### src/rtl/gf_pkg.sv
// Galois-field bus geometry shared by the RS decoder stages.
package gf_pkg;
    parameter int BUS_WIDTH_IN_SYMB = 8;
    parameter int SYMB_WIDTH        = 8;
endpackage

### src/rtl/rs_syndrome_ctrl_if.sv
// Signal bundle of the syndrome controller: codeword in, Horner unit
// fan-out, syndrome inputs and the buffered syndrome vector out.
interface rs_syndrome_ctrl_if #(
    parameter int ROOTS_NUM = 16
);
    localparam int BW = gf_pkg::BUS_WIDTH_IN_SYMB;
    localparam int SW = gf_pkg::SYMB_WIDTH;

    logic                          s_tvalid;
    logic                          s_tready;
    logic [BW-1:0][SW-1:0]         s_tdata;
    logic                          s_tlast;
    logic [BW-1:0]                 s_tkeep;
    logic                          u_tvalid;
    logic [BW-1:0][SW-1:0]         u_tdata;
    logic                          u_tlast;
    logic [BW-1:0]                 u_tkeep;
    logic [ROOTS_NUM-1:0][SW-1:0]  syn_i;
    logic                          m_tvalid;
    logic                          m_tready;
    logic [ROOTS_NUM-1:0][SW-1:0]  m_tdata;
    logic                          m_err;
    logic                          m_len_err;
    logic [15:0]                   frame_cnt;

    modport slave (
        input  s_tvalid, s_tdata, s_tlast, s_tkeep, syn_i, m_tready,
        output s_tready, u_tvalid, u_tdata, u_tlast, u_tkeep,
        output m_tvalid, m_tdata, m_err, m_len_err, frame_cnt
    );

    modport master (
        output s_tvalid, s_tdata, s_tlast, s_tkeep, syn_i, m_tready,
        input  s_tready, u_tvalid, u_tdata, u_tlast, u_tkeep,
        input  m_tvalid, m_tdata, m_err, m_len_err, frame_cnt
    );
endinterface

### src/rtl/rs_syndrome_ctrl.sv
// RS syndrome stage sequencer: gates beats into the Horner units, captures
// their syndromes on tlast and buffers one vector per codeword (2 deep).
module rs_syndrome_ctrl
    import gf_pkg::*;
#(
    parameter int ROOTS_NUM = 16,
    parameter int N_LEN     = 255
) (
    input  logic              aclk,
    input  logic              aresetn,
    rs_syndrome_ctrl_if.slave bus
);
    localparam int CNT_W = $clog2(N_LEN + 1) + 1;

    typedef struct packed {
        logic [ROOTS_NUM-1:0][SYMB_WIDTH-1:0] syn;
        logic                                 err;
        logic                                 len_err;
    } entry_t;

    logic [CNT_W-1:0] symb_cnt;
    logic [CNT_W-1:0] keep_cnt;
    logic [CNT_W:0]   fin_len;
    logic [15:0]      frame_q;
    entry_t           mem [2];
    entry_t           new_entry;
    logic             wr_ptr;
    logic             rd_ptr;
    logic [1:0]       count;
    logic             accept;
    logic             push;
    logic             pop;

    always_comb begin
        keep_cnt = '0;
        for (int i = 0; i < BUS_WIDTH_IN_SYMB; i++) begin
            keep_cnt = keep_cnt + CNT_W'(bus.s_tkeep[i]);
        end
    end

    // One extra bit so saturation and the length compare see the carry.
    assign fin_len = {1'b0, symb_cnt} + {1'b0, keep_cnt};

    assign bus.s_tready = (count < 2'd2);
    assign accept       = bus.s_tvalid & bus.s_tready;
    assign push         = accept & bus.s_tlast;
    assign pop          = bus.m_tvalid & bus.m_tready;

    assign bus.u_tvalid = accept;
    assign bus.u_tdata  = bus.s_tdata;
    assign bus.u_tlast  = bus.s_tlast;
    assign bus.u_tkeep  = bus.s_tkeep;

    always_comb begin
        new_entry         = '0;
        new_entry.syn     = bus.syn_i;
        new_entry.err     = |bus.syn_i;
        new_entry.len_err = (fin_len != (CNT_W + 1)'(N_LEN));
    end

    always_ff @(posedge aclk or negedge aresetn) begin
        if (!aresetn) begin
            symb_cnt <= '0;
        end else if (push) begin
            symb_cnt <= '0;
        end else if (accept) begin
            symb_cnt <= fin_len[CNT_W] ? '1 : fin_len[CNT_W-1:0];
        end
    end

    always_ff @(posedge aclk or negedge aresetn) begin
        if (!aresetn) begin
            frame_q <= '0;
        end else if (push) begin
            frame_q <= frame_q + 16'd1;
        end
    end

    always_ff @(posedge aclk or negedge aresetn) begin
        if (!aresetn) begin
            mem[0] <= '0;
            mem[1] <= '0;
            wr_ptr <= 1'b0;
        end else if (push) begin
            mem[wr_ptr] <= new_entry;
            wr_ptr      <= ~wr_ptr;
        end
    end

    always_ff @(posedge aclk or negedge aresetn) begin
        if (!aresetn) begin
            rd_ptr <= 1'b0;
        end else if (pop) begin
            rd_ptr <= ~rd_ptr;
        end
    end

    always_ff @(posedge aclk or negedge aresetn) begin
        if (!aresetn) begin
            count <= 2'd0;
        end else begin
            unique case ({push, pop})
                2'b10:   count <= count + 2'd1;
                2'b01:   count <= count - 2'd1;
                default: count <= count;
            endcase
        end
    end

    assign bus.m_tvalid  = (count != 2'd0);
    assign bus.m_tdata   = mem[rd_ptr].syn;
    assign bus.m_err     = mem[rd_ptr].err;
    assign bus.m_len_err = mem[rd_ptr].len_err;
    assign bus.frame_cnt = frame_q;
endmodule

### src/flat_wrapper.sv
// flat-port wrapper written by rule: the top's interface ports become plain ports
module rs_syndrome_ctrl_flat import gf_pkg::*;
#(
    parameter int ROOTS_NUM = 16,
    parameter int N_LEN     = 255
)
  (aclk, aresetn, bus_s_tvalid, bus_s_tdata, bus_s_tlast, bus_s_tkeep, bus_syn_i, bus_m_tready, bus_s_tready, bus_u_tvalid, bus_u_tdata, bus_u_tlast, bus_u_tkeep, bus_m_tvalid, bus_m_tdata, bus_m_err, bus_m_len_err, bus_frame_cnt);
  rs_syndrome_ctrl_if #(.ROOTS_NUM(ROOTS_NUM)) bus_i ();
  input  logic aclk;
  input  logic aresetn;
  input wire logic [$bits(bus_i.s_tvalid)-1:0] bus_s_tvalid;
  input wire logic [$bits(bus_i.s_tdata)-1:0] bus_s_tdata;
  input wire logic [$bits(bus_i.s_tlast)-1:0] bus_s_tlast;
  input wire logic [$bits(bus_i.s_tkeep)-1:0] bus_s_tkeep;
  input wire logic [$bits(bus_i.syn_i)-1:0] bus_syn_i;
  input wire logic [$bits(bus_i.m_tready)-1:0] bus_m_tready;
  output wire logic [$bits(bus_i.s_tready)-1:0] bus_s_tready;
  output wire logic [$bits(bus_i.u_tvalid)-1:0] bus_u_tvalid;
  output wire logic [$bits(bus_i.u_tdata)-1:0] bus_u_tdata;
  output wire logic [$bits(bus_i.u_tlast)-1:0] bus_u_tlast;
  output wire logic [$bits(bus_i.u_tkeep)-1:0] bus_u_tkeep;
  output wire logic [$bits(bus_i.m_tvalid)-1:0] bus_m_tvalid;
  output wire logic [$bits(bus_i.m_tdata)-1:0] bus_m_tdata;
  output wire logic [$bits(bus_i.m_err)-1:0] bus_m_err;
  output wire logic [$bits(bus_i.m_len_err)-1:0] bus_m_len_err;
  output wire logic [$bits(bus_i.frame_cnt)-1:0] bus_frame_cnt;
  assign bus_i.s_tvalid = bus_s_tvalid;
  assign bus_i.s_tdata = bus_s_tdata;
  assign bus_i.s_tlast = bus_s_tlast;
  assign bus_i.s_tkeep = bus_s_tkeep;
  assign bus_i.syn_i = bus_syn_i;
  assign bus_i.m_tready = bus_m_tready;
  assign bus_s_tready = bus_i.s_tready;
  assign bus_u_tvalid = bus_i.u_tvalid;
  assign bus_u_tdata = bus_i.u_tdata;
  assign bus_u_tlast = bus_i.u_tlast;
  assign bus_u_tkeep = bus_i.u_tkeep;
  assign bus_m_tvalid = bus_i.m_tvalid;
  assign bus_m_tdata = bus_i.m_tdata;
  assign bus_m_err = bus_i.m_err;
  assign bus_m_len_err = bus_i.m_len_err;
  assign bus_frame_cnt = bus_i.frame_cnt;
  rs_syndrome_ctrl #(.ROOTS_NUM(ROOTS_NUM), .N_LEN(N_LEN)) u_core (.aclk(aclk), .aresetn(aresetn), .bus(bus_i));
endmodule
### config.mk
export PLATFORM = sky130hd
export DESIGN_NAME = rs_syndrome_ctrl_flat
export DESIGN_NICKNAME = d
export VERILOG_FILES = /design/src/rtl/gf_pkg.sv /design/src/rtl/rs_syndrome_ctrl_if.sv /design/src/rtl/rs_syndrome_ctrl.sv /design/src/flat_wrapper.sv
export SDC_FILE = /design/constraint.sdc
export NUM_CORES = 1
export LEC_CHECK = 0
export ABC_AREA = 1
export CAP_MARGIN = 20
export CELL_PAD_IN_SITES_DETAIL_PLACEMENT = 1
export CELL_PAD_IN_SITES_GLOBAL_PLACEMENT = 1
export CORE_UTILIZATION = 35
export CTS_CLUSTER_SIZE = 10
export DETAILED_ROUTE_END_ITERATION = 8
export GPL_ROUTABILITY_DRIVEN = 1
export PLACE_DENSITY = 0.88
export SYNTH_ARGS = -nofsm -noshare
export SYNTH_HDL_FRONTEND = slang
export SYNTH_SLANG_ARGS = --single-unit
### constraint.sdc
create_clock -name aclk -period 2.1 [get_ports aclk]
set_input_delay 0.42 -clock aclk [delete_from_list [all_inputs] [get_ports aclk]]
set_output_delay 0.42 -clock aclk [all_outputs]
set_load 0.02 [all_outputs]
# Word level (Yosys, flattened, before mapping)
# Index checks and enable logic that the tools add are counted.
word_totals:
  elab_cells: 81
  reg_bits: 289
  out_inout_bits: 222
op_classes:
  n_reduce_logical: 5
  n_lt_le_gt_ge: 4
  bitwise: 7
  add_sub_neg: 11
  mux: 10
  n_eq_ne: 3
op_table:
  columns: ["op", "count"]
  rows:
  - ["2-to-1 mux 130 bit", 4]
  - ["bitwise mux 260 bit", 1]
  - ["demux 130 bit (select 1 bit)", 1]
  - ["OR reduction 128 bit", 1]
  - ["adder 9 x 1 -> 9 bit", 6]
  - ["2-to-1 mux 9 bit", 3]
  - ["adder 16 x 1 -> 16 bit, second input constant", 1]
  - ["adder 9 x 9 -> 10 bit", 1]
  - ["inequality test 10 x 8 -> 1 bit, second input constant", 1]
  - ["nonzero test 2 bit", 3]
  - [">= comparator 2 bit, second input constant", 2]
  - ["NOT 1 -> 2 bit", 2]
  - ["case mux 2 bit (2 select lines)", 1]
  - ["AND 1 bit", 3]
  - ["adder 1 x 1 -> 2 bit", 1]
  - ["adder 2 x 1 -> 2 bit, second input constant", 1]
  - ["== test 2 x 1 -> 1 bit, second input constant", 1]
  - ["== test 2 bit, second input constant", 1]
  - ["< comparator 2 x 1 -> 1 bit, second input constant", 1]
  - ["< comparator 2 bit, second input constant", 1]
  - ["NOT 1 bit", 2]
  - ["subtractor 2 x 1 -> 2 bit, second input constant", 1]
  - ["logical AND 1 bit", 1]

# Longest topological paths before layout
logic_depth:
  depth_word: 11
  ltp_mapped: 21
  mapped_depth_nobuf: 21

# Worst setup path before layout
# No wires, ideal clock.
synth_timing:
  kind: "input-to-reg"
  startpoint: "in bus_s_tkeep[0]"
  endpoint: "reg u_core.mem[0] (netlist bit)"
  t_arrival_ps: 3632
  path_slack_ps: -1645
  path_stages: 18
  required_ps: 1987
  setup_time_ps: 113
  path_cell_list: "ha_1 -> inv_1 -> fa_1 -> fa_1 -> fa_1 -> inv_1 -> fa_1 -> fa_1 -> nand3_1 -> nand2_1 -> nand2_1 -> nand2_1 -> nand2_1 -> nand2_1 -> nor2_1 -> nand3_1 -> nand2_1 -> inv_1"
synth_between:
  elab_chain_cells: 10
synth_rtl:
  columns: ["item", "line_no", "source"]
  rows:
  - ["from (decl)", "flat_wrapper.sv:14", "input wire logic [$bits(bus_i.s_tkeep)-1:0] bus_s_tkeep;"]
  - ["adder 1 x 1 -> 2 bit", "rs_syndrome_ctrl.sv:37", "keep_cnt = keep_cnt + CNT_W'(bus.s_tkeep[i]);"]
  - ["adder 9 x 1 -> 9 bit (6 in series)", "rs_syndrome_ctrl.sv:37", null]
  - ["adder 9 x 9 -> 10 bit", "rs_syndrome_ctrl.sv:42", "assign fin_len = {1'b0, symb_cnt} + {1'b0, keep_cnt};"]
  - ["inequality test 10 x 8 -> 1 bit", "rs_syndrome_ctrl.sv:58", "new_entry.len_err = (fin_len != (CNT_W + 1)'(N_LEN));"]
  - ["bitwise mux 260 bit", "rs_syndrome_ctrl.sv:85", "mem[wr_ptr] <= new_entry;"]
  - ["to (signal, indexed assignment)", "rs_syndrome_ctrl.sv:85", null]
  - ["to (decl)", "rs_syndrome_ctrl.sv:25", "entry_t mem [2];"]
# Every way passes these cells.
# A chain may end at the register's enable or synchronous reset.

# Worst setup path after layout
layout_timing:
  startpoint: "in bus_s_tkeep[1]"
  endpoint: "reg u_core.mem[0] (netlist bit)"
# Same word-level chain as after synthesis.

==> results.py <==
metrics = {
    "outcome": {
        "run_status": "complete, but fails checks",
        "violations": "negative setup slack",
    },
    "logic_synthesis": {
        "synth_edf_count": 0,
        "synth_nets": 1958,
        "netlist_area_um2": 14520,
        "seq_area_frac_synth": 0.4981,
        "async_flop_share": 1.000,
        "synthTopCellsByArea": "dfrtp_1, nand2_1, o21ai_2",
        "yosysTopAreaCell": "dfrtp_1",
        "ys.warnings.count": 0,
        "syn_inst": 1739,
        "synth-seq-cells": 289,
        "yosysTopAreaCellShare": 0.4981,
        "synth-main-ff-cell": "dfrtp_1",
        "avgSynthCellArea_um2": 8.348,
        "synth_cell_types": 32,
    },
    "clock_network": {
        "clk_pin_slew_ps": 60,
        "clockBufferDepth": 3,
        "cts.sinks": 289,
        "clk_latency_ps": 530,
        "numCtsBuffers": 35,
        "cts_max_level": 2,
        "root_buffer": "clkbuf_16",
        "cts_tree": "yes",
    },
    "global_route": {
        "grt_max_degree": 71,
        "grt_pass1_vias": 14790,
        "grt_usage": 0.2532,
        "grt_pass1_wl_um": 81920,
        "grt_antenna_before_repair": 1,
        "overflow": 0,
    },
    "detailed_routing": {
        "vias": 13590,
        "drt_wl_total_um": 59730,
        "ant_nets": 0,
        "dr.pass1.iters": 8,
        "drt_drc_violations_left": 0,
        "wl_per_cell_um": 22.79,
        "drtIter0Drc": 722,
        "vias_per_cell": 5.183,
    },
    "floorplan": {
        "initial_core_util": 0.3555,
        "io_pins": 427,
        "core_area_um2": 40830,
        "std_cell_rows": 74,
        "dieArea_um2": 42300,
        "dieWidth_um": 205.7,
        "die_y_um": 205.7,
    },
    "sta": {
        "slew_headroom": 0.5517,
        "slew_viol_final": 0,
        "finalHoldViolCount": 0,
        "finalCritPeriodShare": 1.683,
        "worst_pin_slew_ps": 670.0,
        "fin_skew_ps": 8.082,
        "setup_viol": 140,
        "finalCriticalPeriod_ps": 3535,
        "grt_setup_unrepaired": "true",
        "fmax_mhz": 282.9,
        "timing.final.ws_setup_ps": -1435,
    },
    "cells_and_area": {
        "layout_commonest_cell": "nand2_1",
        "n_fill_cell": 4455,
        "drive_above_1_share": 0.3879,
        "final_cell_mix": "nand2_1, dfrtp_1, buf_6",
        "fin_cells": 2621,
        "final_util": 0.5437,
        "syn2layout_area_growth_pct": 52.91,
        "layout.nets": 2300,
    },
    "critical_path": {
        "r2r_slack_ps": -10,
        "cp-end-kind": "flip-flop",
        "r2r-start": "u_core.symb_cnt[0]",
        "path_max_fanout": 2,
        "crit_required_ps": 2520,
        "arrival_ps": 3960,
        "rr_worst_depth": 12,
        "r2r-end": "u_core.mem[0]",
        "path_class": "in -> reg",
        "setup.worst_path.start_class": "input port",
    },
    "job": {
        "maxCapViolCount": 0,
    },
    "power": {
        "p_comb_frac": 0.580,
        "p_seq_frac": 0.276,
        "p_int_mw": 21.69,
        "power.leakage_nw": 11.38,
        "sw_frac_of_total": 0.4355,
        "peakVddDrop_mv": 0.9767,
        "power_switching_mw": 16.73,
        "p_clk_frac": 0.144,
        "cellPowerDensity_nw_per_um2": 1731,
        "p_total_mw": 38.43,
    },
    "placed_design": {
        "hpwlAfterDp_um": 32160,
        "place_inst": 2483,
        "place_congestion": 0.8286,
        "port_buffers": 298,
    },
    "min_path": {
        "hp-class": "in -> async",
    },
}
[cell usage after synthesis (2+ instances only)]
cell	instances
a21oi_1	5
buf_2	3
buf_4	73
buf_6	45
clkbuf_1	37
dfrtp_1	289
fa_1	5
ha_1	9
inv_1	165
inv_2	3
nand2_1	718
nand3_1	13
nand4_1	35
nor2_1	31
nor2_2	2
nor2_4	4
o21ai_0	42
o21ai_1	118
o21ai_2	109
o22ai_1	2
or2_2	2
xnor2_1	9
xor2_1	11
[worst max path at each step]
stage,from,to,slack [ps],depth (start not counted)
after floorplan,bus_s_tkeep[1],u_core.mem[0],-1500,16
after global placement,bus_s_tkeep[0],u_core.mem[0],-2190,20
after detailed placement,bus_s_tkeep[0],u_core.mem[0],-2370,20
after CTS,bus_s_tkeep[0],u_core.mem[0],-1400,17
after global routing,bus_s_tkeep[1],u_core.mem[0],-1530,21
final,bus_s_tkeep[1],u_core.mem[0],-1440,19
[worst max-delay path, stage by stage]
cell      delay (ps)
buf_8            100
ha_4             250
inv_2             30
fa_1             480
fa_1             450
fa_2             370
inv_2             80
fa_2             460
buf_6            140
ha_4             270
nand3_4          100
nand3b_1         160
nand2_1           80
nor2_2           100
nand2_1           80
nor2_2           140
nand3_1           90
nand2_1           90
inv_1             60
[power groups by stage]
stage               Clock (mW)  Sequential, mW  Combinational [mW]
finish                    5.54            10.6                22.3
CTS                       5.54            9.73                18.6
detailed placement           0            9.65                14.5
global route              5.83            10.8                23.5
floorplan                    0            9.24                8.32
global placement             0            9.42                14.0
[sequential cells by signal, indices dropped and copies added (netlist names)]
register / cells
u_core.count: 2
u_core.symb_cnt: 9
u_core.rd_ptr: 1
u_core.wr_ptr: 1
u_core.mem: 260
u_core.bus.frame_cnt: 16
[kinds of logic (layout without fill, tap and decap cells)]
| group | count (synthesis) | in the layout | synth area share |
|---|---|---|---|
| buffers and inverters | 327 | 676 | 0.1271 |
| adder cells (fa/ha/maj) | 14 | 14 | 0.01465 |
| other | 0 | 1 | 0 |
| flip-flops | 289 | 289 | 0.4981 |
| XOR/XNOR | 20 | 20 | 0.01207 |
| AND/OR/NAND/NOR | 813 | 813 | 0.2245 |
| AO/OA/AOI/OAI | 276 | 276 | 0.1235 |
[per-stage QoR]
stage,TNS (ps),hold slack [ps],cell area (µm²),setup slack [ps]
2_1_floorplan,-15380,124.4,14550,-1498
3_3_place_gp,-23210,323.2,17810,-2185
3_5_place_dp,-28860,323.0,17810,-2374
4_1_cts,-57600,342.1,20450,-1396
5_1_grt,-45830,366.0,22200,-1535
6_report,-38220,349.7,22200,-1435
[per-layer routing]
layer,share of wire,GRT usage,routed length [µm],vias to the layer above
li1,-,-,-,6034
met1,0.36,0.2863,21670,6849
met2,0.53,0.4549,31940,503
met3,0.051,0.05036,3019,199
met4,0.052,0.1185,3108,0
met5,0,0,0,-
[what timing repair did]
action,4_1_cts,5_1_grt
hold endpoints to repair,27,0
gates cloned,21,4
pin swaps,56,120
gates resized for setup,830,608
hold buffers,1,0
setup endpoints to repair,144,147
buffers inserted,49,48
[final cells by class]
type	count	area (µm²)	area share
diodes	1	2.502	0.0001127
clock buffers	42	954.7	0.04301
clock inverters	2	10.01	0.0004509
inverters	169	683.2	0.03077
multi-input cells	1123	7162	0.3226
flip-flops and latches	289	7236	0.3259
well taps	532	665.6	0.02999
repair buffers	462	5469	0.2464
repair inverters	1	16.27	0.0007327
Note: power is estimated with default switching activity, not from simulation.
